## src/rtl/pmem_req_scheduler.sv

```systemverilog
// Arbitrates instruction-cache reads, data-cache reads and write-buffer writes onto one
// line-granular memory port, with write aging and read-after-write line hazard forcing.
module pmem_req_scheduler #(
    parameter int AGE_LIMIT = 4
) (
    input  logic         clk,
    input  logic         rst,
    input  logic         i_read,
    input  logic [31:0]  i_addr,
    output logic         i_resp,
    output logic [255:0] i_rdata,
    input  logic         d_read,
    input  logic [31:0]  d_addr,
    output logic         d_resp,
    output logic [255:0] d_rdata,
    input  logic         w_write,
    input  logic [31:0]  w_addr,
    input  logic [255:0] w_wdata,
    output logic         w_resp,
    output logic         mem_read,
    output logic         mem_write,
    output logic [31:0]  mem_address,
    output logic [255:0] mem_wdata,
    input  logic [255:0] mem_rdata,
    input  logic         mem_resp
);

    typedef enum logic [1:0] {IDLE, GNT_I, GNT_D, GNT_W} state_e;

    localparam logic [3:0] AGE_MAX = 4'(AGE_LIMIT);

    state_e     state_q, state_d;
    logic [3:0] w_age_q, w_age_d;
    logic       age_forced;
    logic       line_hazard;

    // Byte offsets within a line never reach the memory port.
    logic unused_addr_lsbs;
    assign unused_addr_lsbs = ^{i_addr[4:0], d_addr[4:0], w_addr[4:0]};

    assign age_forced  = w_write && (w_age_q == AGE_MAX);
    assign line_hazard = w_write && d_read && (w_addr[31:5] == d_addr[31:5]);

    assign i_rdata = mem_rdata;
    assign d_rdata = mem_rdata;

    always_comb begin
        state_d     = state_q;
        mem_read    = 1'b0;
        mem_write   = 1'b0;
        mem_address = 32'h0;
        mem_wdata   = 256'h0;
        i_resp      = 1'b0;
        d_resp      = 1'b0;
        w_resp      = 1'b0;
        unique case (state_q)
            IDLE: begin
                // A starved write or a pending read of the line being written goes first.
                if (age_forced || line_hazard) state_d = GNT_W;
                else if (d_read)               state_d = GNT_D;
                else if (i_read)               state_d = GNT_I;
                else if (w_write)              state_d = GNT_W;
            end
            GNT_I: begin
                mem_read    = 1'b1;
                mem_address = {i_addr[31:5], 5'b0};
                if (mem_resp) begin
                    i_resp  = 1'b1;
                    state_d = IDLE;
                end
            end
            GNT_D: begin
                mem_read    = 1'b1;
                mem_address = {d_addr[31:5], 5'b0};
                if (mem_resp) begin
                    d_resp  = 1'b1;
                    state_d = IDLE;
                end
            end
            GNT_W: begin
                mem_write   = 1'b1;
                mem_address = {w_addr[31:5], 5'b0};
                mem_wdata   = w_wdata;
                if (mem_resp) begin
                    w_resp  = 1'b1;
                    state_d = IDLE;
                end
            end
            default: state_d = IDLE;
        endcase
    end

    // w_age counts read completions a pending write has had to sit through.
    always_comb begin
        w_age_d = w_age_q;
        if (!w_write) begin
            w_age_d = 4'd0;
        end else if (mem_resp && state_q == GNT_W) begin
            w_age_d = 4'd0;
        end else if (mem_resp && (state_q == GNT_I || state_q == GNT_D)
                     && w_age_q < AGE_MAX) begin
            w_age_d = w_age_q + 4'd1;
        end
    end

    always_ff @(posedge clk) begin
        if (rst) begin
            state_q <= IDLE;
            w_age_q <= 4'd0;
        end else begin
            state_q <= state_d;
            w_age_q <= w_age_d;
        end
    end

endmodule

```

## config.mk

```make
export PLATFORM = sky130hd
export DESIGN_NAME = pmem_req_scheduler
export DESIGN_NICKNAME = d
export VERILOG_FILES = /design/src/rtl/pmem_req_scheduler.sv
export SDC_FILE = /design/constraint.sdc
export NUM_CORES = 1
export LEC_CHECK = 0
export CORE_AREA = 2 2 545 547
export CTS_BUF_LIST = sky130_fd_sc_hd__clkbuf_8
export CTS_CLUSTER_SIZE = 25
export DETAILED_ROUTE_END_ITERATION = 6
export DIE_AREA = 0 0 547 549
export HOLD_SLACK_MARGIN = 0.03
export SLEW_MARGIN = 10
export SYNTH_ARGS = -nofsm -noshare
export SYNTH_HDL_FRONTEND = slang
export SYNTH_SLANG_ARGS = --single-unit
```

## constraint.sdc

```tcl
create_clock -name clk -period 1.6 [get_ports clk]
set_input_delay 0.24 -clock clk [delete_from_list [all_inputs] [get_ports clk]]
set_output_delay 0.24 -clock clk [all_outputs]
set_load 0.02 [all_outputs]
```

; ---- Word level (Yosys, flattened, before mapping)
; Index checks and enable logic that the tools add are counted.
[totals]
in_bits = 614
out_inout_bits = 805
reg_bits = 6
[op_classes]
muxes = 14
n_eq_ne = 7
bitwise = 1
magnitude_cmp = 1
add_sub_neg = 1
n_reduce_logical = 13
[ops]
columns = operator, count
row1 = 256-bit two-way mux, 1
row2 = 32-bit case mux with 3 select lines, 1
row3 = 27-bit equality test, 1
row4 = 2-bit two-way mux, 5
row5 = 1-bit logical AND, 6
row6 = 1-bit two-way mux, 6
row7 = 3-bit OR reduction, 2
row8 = 5-bit != test (second input constant), 1
row9 = 4-bit by 1-bit adder with 4-bit output (second input constant), 1
row10 = 2-bit equality test (second input constant), 2
row11 = 4-bit by 3-bit equality test with 1-bit output (second input constant), 1
row12 = 4-bit by 3-bit < comparator with 1-bit output (second input constant), 1
row13 = 2-bit case mux with 2 select lines, 1
row14 = 2-bit by 1-bit equality test with 1-bit output (second input constant), 1
row15 = 2-bit zero test, 1
row16 = 1-bit logical OR, 2
row17 = 2-bit by 1-bit != test with 1-bit output (second input constant), 1
row18 = 2-bit AND reduction, 1
row19 = 2-bit OR reduction, 1
row20 = 1-bit inverter, 1

; ---- Logic depth before layout (Yosys ltp)
; Gate-level depths: netlist (run 1).
[logic_depth]
word_depth = 5
mapped_depth = 7
mapped_depth_nobuf = 7

; ---- Worst setup path before layout (run 1)
; No wires, ideal clock.
[synth_timing]
path_kind = flip-flop to output port
start = register state_q[0]
end = output port mem_address[11]
setup_slack_ns = -0.335
t_required_ns = 1.360
arrival_time_ns = 1.695
path_stages_with_launch = 6
path_cell_list = dfxtp_1 ha_1 clkbuf_1 clkbuf_1 a222oi_1 nor2_1
[synth_via]
elab_chain_len = 2
[synth_lines]
columns = item, line
row1 = from (decl), 32  ; state_e state_q, state_d;
row2 = from (signal assigned), 111  ; state_q <= state_d;
row3 = 2-bit equality test or 2-bit by 1-bit equality test with 1-bit output (tied branches), 56  ; unique case (state_q)
row4 = 32-bit case mux with 3 select lines *, 56
row5 = to (decl), 22  ; output logic [31:0] mem_address,
; Mark *: on every way between the ends. The rest lies on a longest branch, timed or not.

; ---- Worst setup path in the final report (run 1)
[layout_timing]
start = register state_q[1]
end = output port mem_address[6]
; The elaborated chain is that of the path after synthesis.

==> results of run 1 <==
-- registers in the layout (all words and copies together) (netlist names) --
signal   flops
state_q      2
w_age_q      4
-- repair_timing --
action,CTS,global route
cloned,5,2
setup buffers,21,2
pin swaps,31,20
setup endpoints to repair,293,294
gates resized for setup,190,43
-- metrics by stage --
step	cells	worst slack, ns	setup TNS, ns	hold WS, ns
floorplan	952	0.000709	0	0.299
global placement	5008	-0.664	-24.64	0.439
detailed placement	5008	-0.678	-27.25	0.465
CTS	5035	-0.779	-100.67	0.469
global route	5046	-0.733	-112.61	0.480
finish	5061	-0.685	-90.10	0.473
-- worst max-delay path: stages (launching register included) --
cell and delay (ns):
dfxtp_4 0.35, ha_4 0.16, buf_12 0.12, buf_16 0.14
buf_12 0.13, a222oi_1 0.58, nor2_2 0.13, buf_12 0.18
-- cell families after synthesis --
group | after synthesis | synth area share
other | 1 | 0.000561
and+or+nand+nor | 309 | 0.277
AOI/OAI and AO/OA | 33 | 0.0473
adders and majority gates | 7 | 0.0131
DFF | 6 | 0.0180
xor gates and xnor gates | 28 | 0.0367
muxes | 1 | 0.00150
buffers and inverters | 563 | 0.606
-- report_power, final --
group / switching (mW) / leakage (nW) / internal, mW
Clock: 0.0733 / 0.0217 / 0.162
Sequential: 0.00951 / 0.0498 / 0.158
Combinational: 1.57 / 5.44 / 1.94
-- cell type report --
class	instances	area [µm²]	area share
Multi-Input combinational cell	383	2960	0.164
Timing Repair Buffer	701	9910	0.549
Inverter	6	22.5	0.00125
Tap cell	3939	4930	0.273
Sequential cell	6	125	0.00693
Antenna cell	23	57.6	0.00319
Clock buffer	3	41.3	0.00229
-- cell usage after synthesis --
cell and count:
a21oi_1 2, a221oi_2 1, a222oi_1 27, a31oi_1 1, and2_1 259, buf_1 1
buf_2 1, buf_4 517, clkbuf_1 38, conb_1 1, dfxtp_1 6, ha_1 7
inv_1 6, mux2i_1 1, nand2_1 4, nand3_1 1, nand4_1 6, nor2_1 32
nor3_1 2, nor4_1 3, o21ai_0 1, o311a_1 1, or3b_2 1, or4b_4 1
xnor2_1 18, xor2_1 10
-- final timing paths --
path | start | endpoint | slack [ns] | cells after the start
worst max-delay path | state_q[1] | mem_address[6] | -0.69 | 7
worst min-delay path | w_age_q[3] | w_age_q[3] | 0.47 | 2
worst max register to register | state_q[1] | w_age_q[2] | -0.29 | 8
worst min register to register | w_age_q[3] | w_age_q[3] | 0.47 | 2
-- cell usage in the layout (no fill, tap or decap), types with 8 or more instances in the layout --
| master | instances |
|---|---|
| clkdlybuf4s15_1 | 8 |
| a222oi_1 | 27 |
| nor2_2 | 26 |
| buf_4 | 41 |
| buf_16 | 8 |
| dlygate4sd2_1 | 21 |
| and2_1 | 145 |
| diode_2 | 23 |
| buf_6 | 17 |
| clkdlybuf4s50_1 | 313 |
| xnor2_1 | 15 |
| buf_12 | 284 |
| xor2_1 | 9 |
| and2_4 | 114 |
-- metal layers --
layer  global-route usage  vias up  part of all wire
met5              0.00206        -            0.0016
met3                0.243      433              0.36
met4               0.0345       42             0.033
li1                     -     2771                 -
met1               0.0813     3042              0.20
met2                0.210     1745              0.41
==> impl_metrics.json, run 1 <==
{
  "final_net_count": 1722,
  "syn_area_mm2": 0.00669,
  "route.detailed.vias_per_inst": 1.59,
  "clock_latency_ns": 0.23,
  "ir_worst_vdd_mv": 0.155,
  "cts_tree": "built",
  "power_density_mw_per_mm2": 216,
  "grt.overflow.total": 0,
  "finalCritPeriodShare": 1.43,
  "setup_viol": 294,
  "core-area_mm2": 0.295,
  "dieArea_mm2": 0.300,
  "timing.final.ws_setup_ns": -0.685,
  "grt_pass1_vias": 7774,
  "ys_top_cells_by_area": "buf_4 58%, and2_1 24%, a222oi_1 4.0%",
  "wl_per_cell_um": 44.3,
  "hold_viol_final": 0,
  "vias": 8033,
  "slew_headroom": 0.552,
  "antenna_left": 0,
  "grt_first_pass_wirelength_mm": 243,
  "critPathLaunchType": "register",
  "fmax_mhz": 438,
  "die_x_um": 547,
  "critPathKind": "register to output pin",
  "numCtsBuffers": 3,
  "drive_gt1_frac": 0.470,
  "fin_total_pwr_mw": 3.91,
  "tightest_slew_ns": 0.672,
  "rsz0062_at_grt": "yes",
  "hold_buffers": 0,
  "synth.avg_cell_area_um2": 7.05,
  "synth.distinct_cells": 26,
  "fin_util": 0.0612,
  "die_h_um": 549,
  "end_kind": "output pin",
  "final_area_mm2": 0.0181,
  "ctsHtreeMaxLevel": 1,
  "grt_max_degree": 65,
  "antenna_found_initial": 188,
  "syn2layout_area_growth_pct": 170,
  "skew_ns": 0.00428,
  "crit_arrival_ns": 2.05,
  "synth_seq_cells": 6,
  "routed_wl_mm": 224,
  "cts_buffer_depth": 2,
  "p_leak_nw": 5.51,
  "status": "finished, violations left",
  "yosys_warnings": 0,
  "dp_hpwl_mm": 217,
  "initial_core_util": 0.0227,
  "drc": 0,
  "clk_pin_slew_ns": 0.04,
  "slew_violations": 0,
  "port_buffers": 630,
  "firstDrtPassIters": 7,
  "drv_cap": 0,
  "cts_num_sinks": 6,
  "crit_required_ns": 1.36,
  "grt.total_usage": 0.144,
  "root_buffer": "clkbuf_8",
  "violations": "setup timing",
  "placed_cell_area_mm2": 0.0172,
  "hold_path_class": "register to register",
  "fillers": 34500,
  "drtIter0Drc": 372,
  "gp_congestion": 0.845,
  "cp_max_fo": 6,
  "io_pins": 1419,
  "period_minus_slack_ns": 2.29,
  "ys_seq_area_frac": 0.0180,
  "synth.top_cell.area_share": 0.580,
  "post-synth-top-area-cell": "buf_4",
  "syn_inst": 948,
  "row_count": 200
}
No activity file was read; power rests on OpenSTA's default activity.
==> run 2, diff against run 1 <==
Settings changed: CORE_AREA 2 2 545 547 to 2 2 547 549, DIE_AREA 0 0 547 549 to 0 0 549 551.
Clock period 1.6 ns to 2.45 ns, I/O delays scaled along.
==> run 2 against run 1 <==
  * Clock skew decreased by 0.0016 ns
  * Global-route usage decreased by 0.52 points
  * Sequential power decreased by 33%
  * Critical path depth decreased by 1
  * Register-to-register slack improved by 0.66 ns
  * The run ends with DRC left
  * Non-clock buffer count decreased by 31
  * Highest routed layer unchanged
  * Die area increased by 0.73%
  * Largest power group unchanged
  * Largest cell class unchanged
==> impl_metrics.json, run 2 (synthesized netlist as in run 1, its figures left out) <==
{
  "timing.final.ws_setup_ns": 0.0337,
  "top_register": "w_age_q",
  "grt_pass1_vias": 7491,
  "die_x_um": 549,
  "final_common_cell": "clkdlybuf4s50_1",
  "drtIter0Drc": 360,
  "power_density_mw_per_mm2": 141,
  "reg_top3": "w_age_q: 4 flops, state_q: 2 flops",
  "route.detailed.vias_per_inst": 1.52,
  "slew_violations": 0,
  "port_buffers": 630,
  "dp_slack_ns": -0.173,
  "core-area_mm2": 0.296,
  "grt_use_met2": 0.210,
  "grt.total_usage": 0.138,
  "layout.cells.non_filler": 5016,
  "p_leak_nw": 5.08,
  "die_h_um": 551,
  "gp_congestion": 0.814,
  "grt_busiest_layer": "met3",
  "ctsHtreeMaxLevel": 1,
  "status": "finished, violations left",
  "numCtsBuffers": 3,
  "grt.overflow.total": 0,
  "routed_wl_mm": 218,
  "ir_worst_vdd_mv": 0.131,
  "critPathKind": "register to output pin",
  "finalCritPeriodShare": 0.986,
  "clock_latency_ns": 0.22,
  "syn2layout_area_growth_pct": 156,
  "antenna_left": 0,
  "largest_reg_flops": 4,
  "vias": 7641,
  "grtUsageMet1": 0.0748,
  "grt_first_pass_wirelength_mm": 236,
  "rsz0062_at_grt": "yes",
  "fin_total_pwr_mw": 2.42,
  "crit_arrival_ns": 2.05,
  "fmax_mhz": 414,
  "setup_tns_ns": 0,
  "cp_max_fo": 4,
  "cts_buffer_depth": 2,
  "antenna_found_initial": 120,
  "drive_gt1_frac": 0.308,
  "initial_core_util": 0.0226,
  "root_buffer": "clkbuf_8",
  "dp_hpwl_mm": 212,
  "clk_pin_slew_ns": 0.04,
  "drv_cap": 0,
  "critPathLaunchType": "register",
  "final_net_count": 1691,
  "layout_common_cells": "353 x clkdlybuf4s50_1, 269 x buf_12, 257 x and2_1",
  "grt_max_degree": 82,
  "cts_num_sinks": 6,
  "cts_tree": "built",
  "row_count": 200,
  "dieArea_mm2": 0.302,
  "setup_viol": 0,
  "violations": "DRC",
  "wl_per_cell_um": 43.5,
  "hold_path_class": "register to register",
  "skew_ns": 0.00272,
  "io_pins": 1419,
  "firstDrtPassIters": 7,
  "crit_required_ns": 2.08,
  "slew_headroom": 0.424,
  "drc": 1,
  "grt_use_met3": 0.232,
  "hold_viol_final": 0,
  "tightest_slew_ns": 0.864,
  "end_kind": "output pin",
  "period_minus_slack_ns": 2.42,
  "placedCellCount": 4993
}
==> run 2: final cells by class <==
type | instances | area [µm²]
diodes | 9 | 22.5
clock buffers | 3 | 41.3
fillers | 34900 | 279000
inverters | 6 | 25.0
multi-input cells | 383 | 2580
flip-flops and latches | 6 | 128
well taps | 3939 | 4930
repair buffers | 670 | 9420
==> run 2: timing repair <==
action,4_1_cts,5_1_grt
pin swaps,7,8
setup endpoints to repair,7,10
resized for setup,23,8
setup buffers,11,1
cloned,2,0
hold buffers,0,0
==> run 2: layer usage <==
layer  routed length (µm)  part of all wire  vias to the layer above
met1                39600              0.18                     2923
met5                  310            0.0014                        -
met4                 7150             0.033                       46
met3                79700              0.37                      371
met2                91400              0.42                     1618
li1                     -                 -                     2683
==> run 2: report_power, final <==
part	switching (mW)	internal, mW	leakage, nW	total [mW]
Sequential	0.00848	0.103	0.0501	0.112
Clock	0.0439	0.106	0.0216	0.150
Combinational	1.00	1.16	5.01	2.16
==> run 2: worst max-delay path, stage by stage (launching register included) <==
cell	delay [ns]
dfxtp_4	0.36
ha_4	0.20
buf_6	0.13
buf_6	0.11
a222oi_1	0.64
nor2_1	0.16
buf_12	0.19
==> run 2: path summary, 6_finish.rpt <==
check                           cells after the start  startpoint              to  slack [ns]
worst min register to register                      2  w_age_q[3]      w_age_q[3]        0.45
worst min-delay path                                2  w_age_q[3]      w_age_q[3]        0.45
worst max-delay path                                6  state_q[1]  mem_address[5]        0.03
worst max register to register                      7  state_q[1]      w_age_q[0]        0.37
==> run 2: per-stage QoR <==
| stage | cell area [µm²] | util | hold WS, ns |
|---|---|---|---|
| 3_5_place_dp | 16800 | 0.0569 | 0.445 |
| 3_3_place_gp | 16800 | 0.0567 | 0.443 |
| 5_1_grt | 17100 | 0.0578 | 0.491 |
| 6_report | 17100 | 0.0579 | 0.451 |
| 4_1_cts | 17100 | 0.0578 | 0.451 |
| 2_1_floorplan | 6700 | - | 0.430 |
==> run 3, diff against run 2 <==
Settings changed: RECOVER_POWER set to 50.
==> results of run 3 <==
Final layout, timing and power as in run 2 (identical DEF).
